<file path="src/rtl/mini_src_div_pkg.sv">
// Shared types and constants for the Mini-SRC sequential signed divider.
// The divider sequences through IDLE, CALC, FIX and DONE states.
package mini_src_div_pkg;

    localparam int DIV_WIDTH = 32;

    // Quotient reported on divide-by-zero.
    localparam logic [DIV_WIDTH-1:0] DIV0_QUOTIENT = '1;

    typedef enum logic [1:0] {
        IDLE = 2'd0,
        CALC = 2'd1,
        FIX  = 2'd2,
        DONE = 2'd3
    } div_state_t;

endpackage

</file>
<file path="src/rtl/div_sign_fix.sv">
// Conditional two's-complement negate.
// Used for the operand magnitudes and for the final quotient/remainder sign fix-up.
module div_sign_fix #(
    parameter int W = 32
) (
    input  logic [W-1:0] in_val,
    input  logic         neg,
    output logic [W-1:0] out_val
);

    assign out_val = neg ? (~in_val + W'(1)) : in_val;

endmodule

</file>
<file path="src/rtl/div_32_seq.sv">
// Iterative signed divider: one non-restoring quotient bit per cycle on magnitudes.
// The sign fix-up happens in FIX. Quotient goes to LO and remainder to HI.
module div_32_seq
    import mini_src_div_pkg::*;
#(
    parameter int WIDTH = DIV_WIDTH,
    parameter int CNT_W = $clog2(WIDTH) + 1
) (
    input  logic             clock,
    input  logic             clear,
    input  logic             start,
    input  logic [WIDTH-1:0] A,
    input  logic [WIDTH-1:0] B,
    output logic [WIDTH-1:0] HI,
    output logic [WIDTH-1:0] LO,
    output logic             busy,
    output logic             done,
    output logic             div_zero
);

    div_state_t state_reg, state_next;

    // The partial remainder is kept in WIDTH+2 signed bits.
    // This lets 2*rem +/- |B| stay exact even when |B| = 2^(WIDTH-1).
    logic [WIDTH+1:0] rem_reg;
    logic [WIDTH-1:0] quo_reg;
    logic [WIDTH-1:0] dvs_reg;
    logic [CNT_W-1:0] cnt_reg;
    logic             sign_q_reg, sign_r_reg;
    logic [WIDTH-1:0] hi_reg, lo_reg;
    logic             div_zero_reg;

    logic [WIDTH-1:0] abs_a, abs_b, quo_fixed, rem_fixed, rem_mag;
    logic [WIDTH+1:0] rem_shift, rem_step, dvs_ext;
    logic             b_zero, calc_last;

    // Unsigned WIDTH-bit magnitudes; |-2^(WIDTH-1)| wraps to exactly 2^(WIDTH-1).
    div_sign_fix #(.W(WIDTH)) u_abs_a (.in_val(A), .neg(A[WIDTH-1]), .out_val(abs_a));
    div_sign_fix #(.W(WIDTH)) u_abs_b (.in_val(B), .neg(B[WIDTH-1]), .out_val(abs_b));

    assign b_zero    = (B == '0);
    assign calc_last = (cnt_reg == CNT_W'(WIDTH - 1));
    assign dvs_ext   = {2'b00, dvs_reg};
    assign rem_shift = {rem_reg[WIDTH:0], quo_reg[WIDTH-1]};
    assign rem_step  = rem_reg[WIDTH+1] ? (rem_shift + dvs_ext) : (rem_shift - dvs_ext);

    // The restored remainder is below |B|, so the low WIDTH bits carry the whole value.
    assign rem_mag = rem_reg[WIDTH+1] ? (rem_reg[WIDTH-1:0] + dvs_reg) : rem_reg[WIDTH-1:0];

    div_sign_fix #(.W(WIDTH)) u_fix_q (.in_val(quo_reg), .neg(sign_q_reg), .out_val(quo_fixed));
    div_sign_fix #(.W(WIDTH)) u_fix_r (.in_val(rem_mag), .neg(sign_r_reg), .out_val(rem_fixed));

    always_ff @(posedge clock or negedge clear) begin
        if (!clear) begin
            state_reg <= IDLE;
        end else begin
            state_reg <= state_next;
        end
    end

    // Divide-by-zero takes a single FIX cycle, so done still trails the start edge by one cycle.
    always_comb begin
        state_next = state_reg;
        case (state_reg)
            IDLE: if (start) state_next = b_zero ? FIX : CALC;
            CALC: if (calc_last) state_next = FIX;
            FIX:  state_next = DONE;
            DONE: state_next = IDLE;
            default: state_next = IDLE;
        endcase
    end

    always_comb begin
        busy = (state_reg == CALC) || (state_reg == FIX);
        done = (state_reg == DONE);
    end

    always_ff @(posedge clock or negedge clear) begin
        if (!clear) begin
            rem_reg      <= '0;
            quo_reg      <= '0;
            dvs_reg      <= '0;
            cnt_reg      <= '0;
            sign_q_reg   <= 1'b0;
            sign_r_reg   <= 1'b0;
            hi_reg       <= '0;
            lo_reg       <= '0;
            div_zero_reg <= 1'b0;
        end else begin
            case (state_reg)
                IDLE: begin
                    if (start) begin
                        rem_reg      <= '0;
                        quo_reg      <= abs_a;
                        dvs_reg      <= abs_b;
                        cnt_reg      <= '0;
                        sign_q_reg   <= A[WIDTH-1] ^ B[WIDTH-1];
                        sign_r_reg   <= A[WIDTH-1];
                        div_zero_reg <= b_zero;
                        if (b_zero) begin
                            hi_reg <= A;
                            lo_reg <= DIV0_QUOTIENT[WIDTH-1:0];
                        end
                    end
                end
                CALC: begin
                    rem_reg <= rem_step;
                    quo_reg <= {quo_reg[WIDTH-2:0], ~rem_step[WIDTH+1]};
                    cnt_reg <= cnt_reg + CNT_W'(1);
                end
                FIX: begin
                    if (!div_zero_reg) begin
                        hi_reg <= rem_fixed;
                        lo_reg <= quo_fixed;
                    end
                end
                default: ;
            endcase
        end
    end

    assign HI       = hi_reg;
    assign LO       = lo_reg;
    assign div_zero = div_zero_reg;

endmodule

</file>
<file path="config.mk">
export PLATFORM = sky130hd
export DESIGN_NAME = div_32_seq
export DESIGN_NICKNAME = d
export VERILOG_FILES = /design/src/rtl/mini_src_div_pkg.sv /design/src/rtl/div_sign_fix.sv /design/src/rtl/div_32_seq.sv
export SDC_FILE = /design/constraint.sdc
export NUM_CORES = 1
export LEC_CHECK = 0
export BUFFER_PORTS_ARGS = -buffer_cell sky130_fd_sc_hd__buf_2
export CORE_MARGIN = 3
export CORE_UTILIZATION = 47
export CTS_BUF_LIST = sky130_fd_sc_hd__clkbuf_16
export CTS_CLUSTER_DIAMETER = 60
export CTS_CLUSTER_SIZE = 14
export DETAILED_ROUTE_END_ITERATION = 6
export MAX_ROUTING_LAYER = met4
export PLACE_DENSITY = 0.62
export RECOVER_POWER = 25
export SKIP_CTS_REPAIR_TIMING = 1
export SLEW_MARGIN = 20
export SYNTH_ARGS = -nofsm -noshare
export SYNTH_HDL_FRONTEND = slang
export SYNTH_HIERARCHICAL = 1
export SYNTH_SLANG_ARGS = --single-unit
</file>
<file path="constraint.sdc">
create_clock -name clock -period 5.65 [get_ports clock]
set_input_delay 0.2825 -clock clock [delete_from_list [all_inputs] [get_ports clock]]
set_output_delay 0.2825 -clock clock [all_outputs]
set_load 0.05 [all_outputs]
</file>
---- After elaboration in Yosys (flattened, before gate mapping) ----
Cells that the tools add are included.
word-level totals
  output and inout port bits .............. 67
  word-level logic and storage cells ...... 65
  bits of input ports ..................... 67
  register bits after elaboration ......... 173
operators by class
  bitwise logic cells ..................... 6
  muxes and demuxes ....................... 24
  reduce and logical (&&, ||, !) cells .... 9
  add/sub/neg operators ................... 8
  equality and inequality tests ........... 8
operator list
  kind                     number
  $mux W32                 12
  $pmux W32 S2             3
  $add A32 B1 Y32 const B  4
  $not A32 Y32             4
  $mux W34                 2
  $pmux W34 S2             1
  $add A34 B32 Y34         1
  $sub A34 B32 Y34         1
  $add A32 B32 Y32         1
  $logic_not A32 Y1        1
  $pmux W6 S2              1
  $ne A2 B2 Y1 const B     4
  $pmux W2 S4              1
  $add A6 B1 Y6 const B    1
  $eq A6 B5 Y1 const B     1
  $mux W2                  3
  $mux W6                  1
  $reduce_and A2 Y1        3
  $eq A2 B2 Y1 const B     2
  $reduce_and A4 Y1        1
  $reduce_bool A2 Y1       2
  $eq A2 B1 Y1 const B     1
  $logic_not A2 Y1         1
  $logic_or A1 B1 Y1       1
  other kinds (2)          2

---- Longest topological paths before layout ----
  word-level depth ........................ 7
  depth in mapped cells ................... 20
  depth with buffers taken out ............ 20

---- Hierarchy ----
Netlist, hierarchy kept.
by module, submodules not included
  module        sequential area each (um^2)  instances  cells an instance  area an instance (um^2)
  div_32_seq    4329.2                       1          1242               11527.3
  div_sign_fix  0.0                          4          99                 777.0

---- Worst setup path after synthesis ----
Ideal clock, no wire load.
  path kind ............................... reg2reg
  start ................................... register dvs_reg[6]
  end ..................................... register quo_reg[0]
  stages on the path, launching flop included .. 18
  library setup time ...................... 0.120 ns
  buffers on the path ..................... 1
  arrival ................................. 3.990 ns
  clock period less this slack ............ 4.110 ns
  required time ........................... 5.530 ns
  path slack .............................. 1.540 ns
  cells stage by stage .................... dfrtp_1 > or4_4 > nor4_1 > and2_2 > nand2_1 > o41ai_1 > xnor2_1 > ha_1 > clkbuf_1 > a21o_1 > a21o_1 > a21oi_1 > o21bai_1 > a21o_1 > a21o_1 > nor4_1 > a221oi_2 > and3_1
between the ends
  word-level cells in the longest chain between the ends .. 4
  elaborated cells between the ends (all ways) .. 5
  those cells by class .................... add/sub (2); mux (2); bitwise (1)
ends and longest elaborated chain
  what                                                         RTL line           RTL
  from (decl)                                                  div_32_seq.sv:27   logic [WIDTH-1:0] dvs_reg;
  from (signal assigned)                                       div_32_seq.sv:95   dvs_reg <= abs_b;
  $sub A34 B32 Y34 / $add A34 B32 Y34 (equally long branches)  div_32_seq.sv:45   assign rem_step = rem_reg[WIDTH+1] ? (rem_shift + dvs_ext) : (rem_shift - dvs_ext);
  $mux W34 (*)                                                 div_32_seq.sv:45
  $not A1 Y1 (*)                                               div_32_seq.sv:108  quo_reg <= {quo_reg[WIDTH-2:0], ~rem_step[WIDTH+1]};
  $pmux W32 S2 (*)                                             div_32_seq.sv:90   case (state_reg)
  to (signal assigned)                                         div_32_seq.sv:94   quo_reg <= abs_a;
  to (signal assigned)                                         div_32_seq.sv:108
  to (decl)                                                    div_32_seq.sv:26   logic [WIDTH-1:0] quo_reg;
Mark *: on every way between the ends. The rest lies on a longest branch, timed or not.
A chain may end at the register's enable or synchronous reset.

---- Worst setup path in the final report ----
  start ................................... register dvs_reg[0]
  end ..................................... register hi_reg[30] (netlist: HI[30])
between the ends
  word-level cells in the longest chain between the ends .. 7
ends and longest elaborated chain
  what                     RTL line            RTL
  $add A32 B32 Y32         div_32_seq.sv:48    assign rem_mag = rem_reg[WIDTH+1] ? (rem_reg[WIDTH-1:0] + dvs_reg) : rem_reg[WIDTH-1:0];
  $mux W32                 div_32_seq.sv:48
  named net rem_mag[24]    div_32_seq.sv:33    logic [WIDTH-1:0] abs_a, abs_b, quo_fixed, rem_fixed, rem_mag;
  $not A32 Y32             div_sign_fix.sv:11  assign out_val = neg ? (~in_val + W'(1)) : in_val;
  $add A32 B1 Y32          div_sign_fix.sv:11
  $mux W32                 div_sign_fix.sv:11
  named net rem_fixed[30]  div_32_seq.sv:33
  $mux W32                 div_32_seq.sv:112   if (!div_zero_reg) begin
  $pmux W32 S2             div_32_seq.sv:90
  to (signal assigned)     div_32_seq.sv:113   hi_reg <= rem_fixed;
  to (decl)                div_32_seq.sv:30    logic [WIDTH-1:0] hi_reg, lo_reg;
The timed path passes the listed nets, and every way through them passes these cells. The select of a mux whose other input is x is not followed.

==> impl_metrics.csv <==
group,metric,value,unit
outcome,status,"finished, violations left",
outcome,violations,"capacitance limit, slew limit",
cells_and_area,final_nets,1877,
worst_hold_path,worstHoldPathType,"input pin to register",
sta,clock_skew,0.01153,ns
worst_hold_path,min_delay_path_depth,3,
yosys,synthDistinctLibCells,81,
yosys,synth_edf_count,0,
worst_setup_path,crit_start,"dvs_reg[0]$_DFFE_PN0P_",
worst_setup_path,r2r_setup_slack,0.88,ns
yosys,synth_mux_area_share,8.669,%
worst_setup_path,rr_worst_depth,19,
yosys,synthArstFlopShare,100.0,%
global_route,grt_max_degree,111,
yosys,yosysSeqAreaShare,29.58,%
sta,timing.fmax,0.2098,GHz
worst_hold_path,worstHoldStart,"A[27]",
sta,final-hold-violation-count,0,
sta,setup_violations,0,
yosys,netlist.area_leader.share,29.58,%
detailed_routing,drt_first_iter_violations,816,
cells_and_area,largest_reg_flops,34,
yosys,syn_area,14640,µm²
worst_setup_path,r2r_start,"dvs_reg[0]$_DFFE_PN0P_",
sta,finalSetupTns,0,ns
yosys,synth_top_area_cell,"dfrtp_1",
sta,rsz0062_at_grt,"no",
global_route,first_global_vias,11790,
cells_and_area,fin_util,53.47,%
worst_setup_path,start_kind,"register",
detailed_routing,vias_per_cell,5.807,
clocking,clkLatencyLatePin,0.44,ns
floorplanning,core-area,30190,µm²
cells_and_area,register_area,4330,µm²
worst_setup_path,cp_max_fo,5,
global_route,grt_overflow,0,
yosys,synth_compound_area_share,21.23,%
detailed_routing,routed_wl,39810,µm
place,port_buffers,133,
floorplanning,die_height,182.5,µm
floorplanning,rows,63,
detailed_routing,wl_per_cell,18.64,µm
yosys,synth-adder-area-share,6.600,%
detailed_routing,postRouteAntennaNets,0,
place,gp_congestion,0.9397,
yosys,synth_warnings,6,
sta,fin_crit,4.765,ns
yosys,synth_nets,1781,
global_route,antenna_found_initial,0,
cells_and_area,area_growth,10.30,%
clocking,cts_tree,"done",
clocking,clkTransAtPathRegs,0.06,ns
floorplanning,die_w,182.5,µm
clocking,clkSinkCount,173,
cells_and_area,drive_above_1_share,15.46,%
floorplanning,dieArea,33290,µm²
global_route,grt_first_pass_wirelength,64300,µm
place,hpwl,31210,µm
worst_setup_path,critPathCaptureType,"register",
sta,period_share,84.34,%
cells_and_area,num-fill-cells,2867,
yosys,syn_avg_cell_area,8.935,µm²
yosys,netlist_instances,1638,
run,cap_violations,2,
yosys,netlist_top_cells_area,"dfrtp_1 (30%), xnor2_1 (9.3%), ha_1 (6.3%)",
yosys,ys.flop_type,"dfrtp_1",
detailed_routing,first_pass_iters,5,
worst_setup_path,reg2reg_to,"HI[30]$_DFFE_PN0P_",
yosys,synth.ff_latch_count,173,
global_route,grt_use_total,24.62,%
clocking,htree_num_levels,4,
sta,slew_headroom,-154.1,%
detailed_routing,drc,0,
clocking,clk_path_buf_depth,2,
yosys,synth_top_family_by_area,"compound AO/OA/AOI/OAI gates",
worst_setup_path,path_class,"register to register",
worst_setup_path,crit_required,6.00,ns
worst_setup_path,critPathArrivalTime,5.12,ns
floorplanning,ios,134,
floorplanning,start_util,48.48,%
clocking,cts_buffers,17,
cells_and_area,diodes,0,
yosys,synth_xor_area_share,12.02,%
cells_and_area,multiInputGateArea,9871,µm²
yosys,synthSimpleGateAreaFrac,18.85,%
sta,worstMarginPinSlew,3.812,ns
detailed_routing,vias,12400,
worst_hold_path,holdPathEnd,"HI[27]$_DFFE_PN0P_",
clocking,ctsRootBufferMaster,"clkbuf_16",
sta,report.final.slew_viol_count,66,
-- routing by layer --
metal	part of all wire [%]	GRT usage (%)	wire length, µm
met2	46	38.65	18180
met1	46	32.20	18130
met5	0	-	0
met3	5.0	3.767	1989
met4	3.8	9.354	1508
-- synthesized netlist by cell type (22+ instances only) --
library cell,count
nor3_1,22
o41ai_1,25
nand3_1,28
o21ai_0,184
nand2_1,208
o31ai_1,41
xnor2_1,155
mux2_2,54
nor2b_1,46
nor2_1,63
ha_1,74
dfrtp_1,173
inv_1,35
a21oi_1,62
xor2_1,44
mux2i_1,66
a21o_1,52
clkbuf_1,47
-- metrics by stage --
stage | cells | instance area (µm²) | setup WS [ns] | hold WS, ns
after global placement | 2104 | 15600 | 1.077 | 0.3223
final | 2136 | 16140 | 0.8846 | 0.2226
after detailed placement | 2104 | 15600 | 0.9218 | 0.3269
after floorplan | 1638 | 14640 | 1.540 | -0.01309
after CTS | 2135 | 16170 | 0.8978 | -0.1442
after global routing | 2136 | 16140 | 0.4357 | 0.2204
-- how the worst max path moves through the flow --
stage,slack [ns],cells after the start,end
2_1_floorplan,1.54,17,quo_reg[0]$_DFFE_PN0P_
3_3_place_gp,1.08,19,HI[30]$_DFFE_PN0P_
3_5_place_dp,0.92,19,HI[30]$_DFFE_PN0P_
4_1_cts,0.90,19,HI[30]$_DFFE_PN0P_
5_1_grt,0.44,3,quo_reg[3]$_DFFE_PN0P_
6_report,0.88,19,HI[30]$_DFFE_PN0P_
-- cell usage in the layout (no fill, tap or decap), types with 18 or more instances in the layout --
cell type,n
nand2_1,208
o21ai_0,184
dfrtp_1,172
xnor2_1,155
buf_2,106
ha_1,72
mux2i_1,66
nor2_1,63
a21oi_1,62
mux2_2,54
a21o_1,52
nor2b_1,46
xor2_1,44
o31ai_1,40
inv_1,35
nand3_1,28
clkbuf_1,28
o41ai_1,25
nor3_1,22
nand4_1,21
nor4_1,19
nor4_4,18
-- cells by family (layout without fill, tap and decap cells) --
| logic type | after synthesis | count (layout) |
|---|---|---|
| AND/OR/NAND/NOR | 499 | 499 |
| XOR/XNOR | 200 | 200 |
| AO/OA/AOI/OAI | 463 | 463 |
| adder cells (fa/ha/maj) | 76 | 76 |
| flip-flops | 173 | 173 |
| multiplexers | 120 | 120 |
| buffers and inverters | 107 | 215 |
-- area by class of cell --
class	count	share of cell area, %
clock buffer	17	2.635
clock inverter	14	0.9068
inverter	36	0.8371
multi-input combinational	1358	61.15
sequential	173	26.83
tap	390	3.023
timing repair buffer	148	4.627
-- critical path, cell delays in order (launching register included) --
cell,delay (ns)
dfrtp_1,0.43
ha_1,0.23
inv_1,0.07
fa_1,0.40
nor2b_1,0.17
o31a_1,0.16
nor2_1,0.06
o21ai_0,0.41
a311o_1,0.39
a21oi_1,0.12
a21boi_0,0.27
o21a_1,0.17
o21a_1,0.11
o31ai_1,0.12
nor4_1,0.54
nand2_1,0.17
o41ai_1,0.45
xnor2_1,0.17
mux2i_1,0.09
o21ai_0,0.16
Power is not shown: default switching activity piles up to over one toggle a cycle in this logic, so the estimate is an artifact.
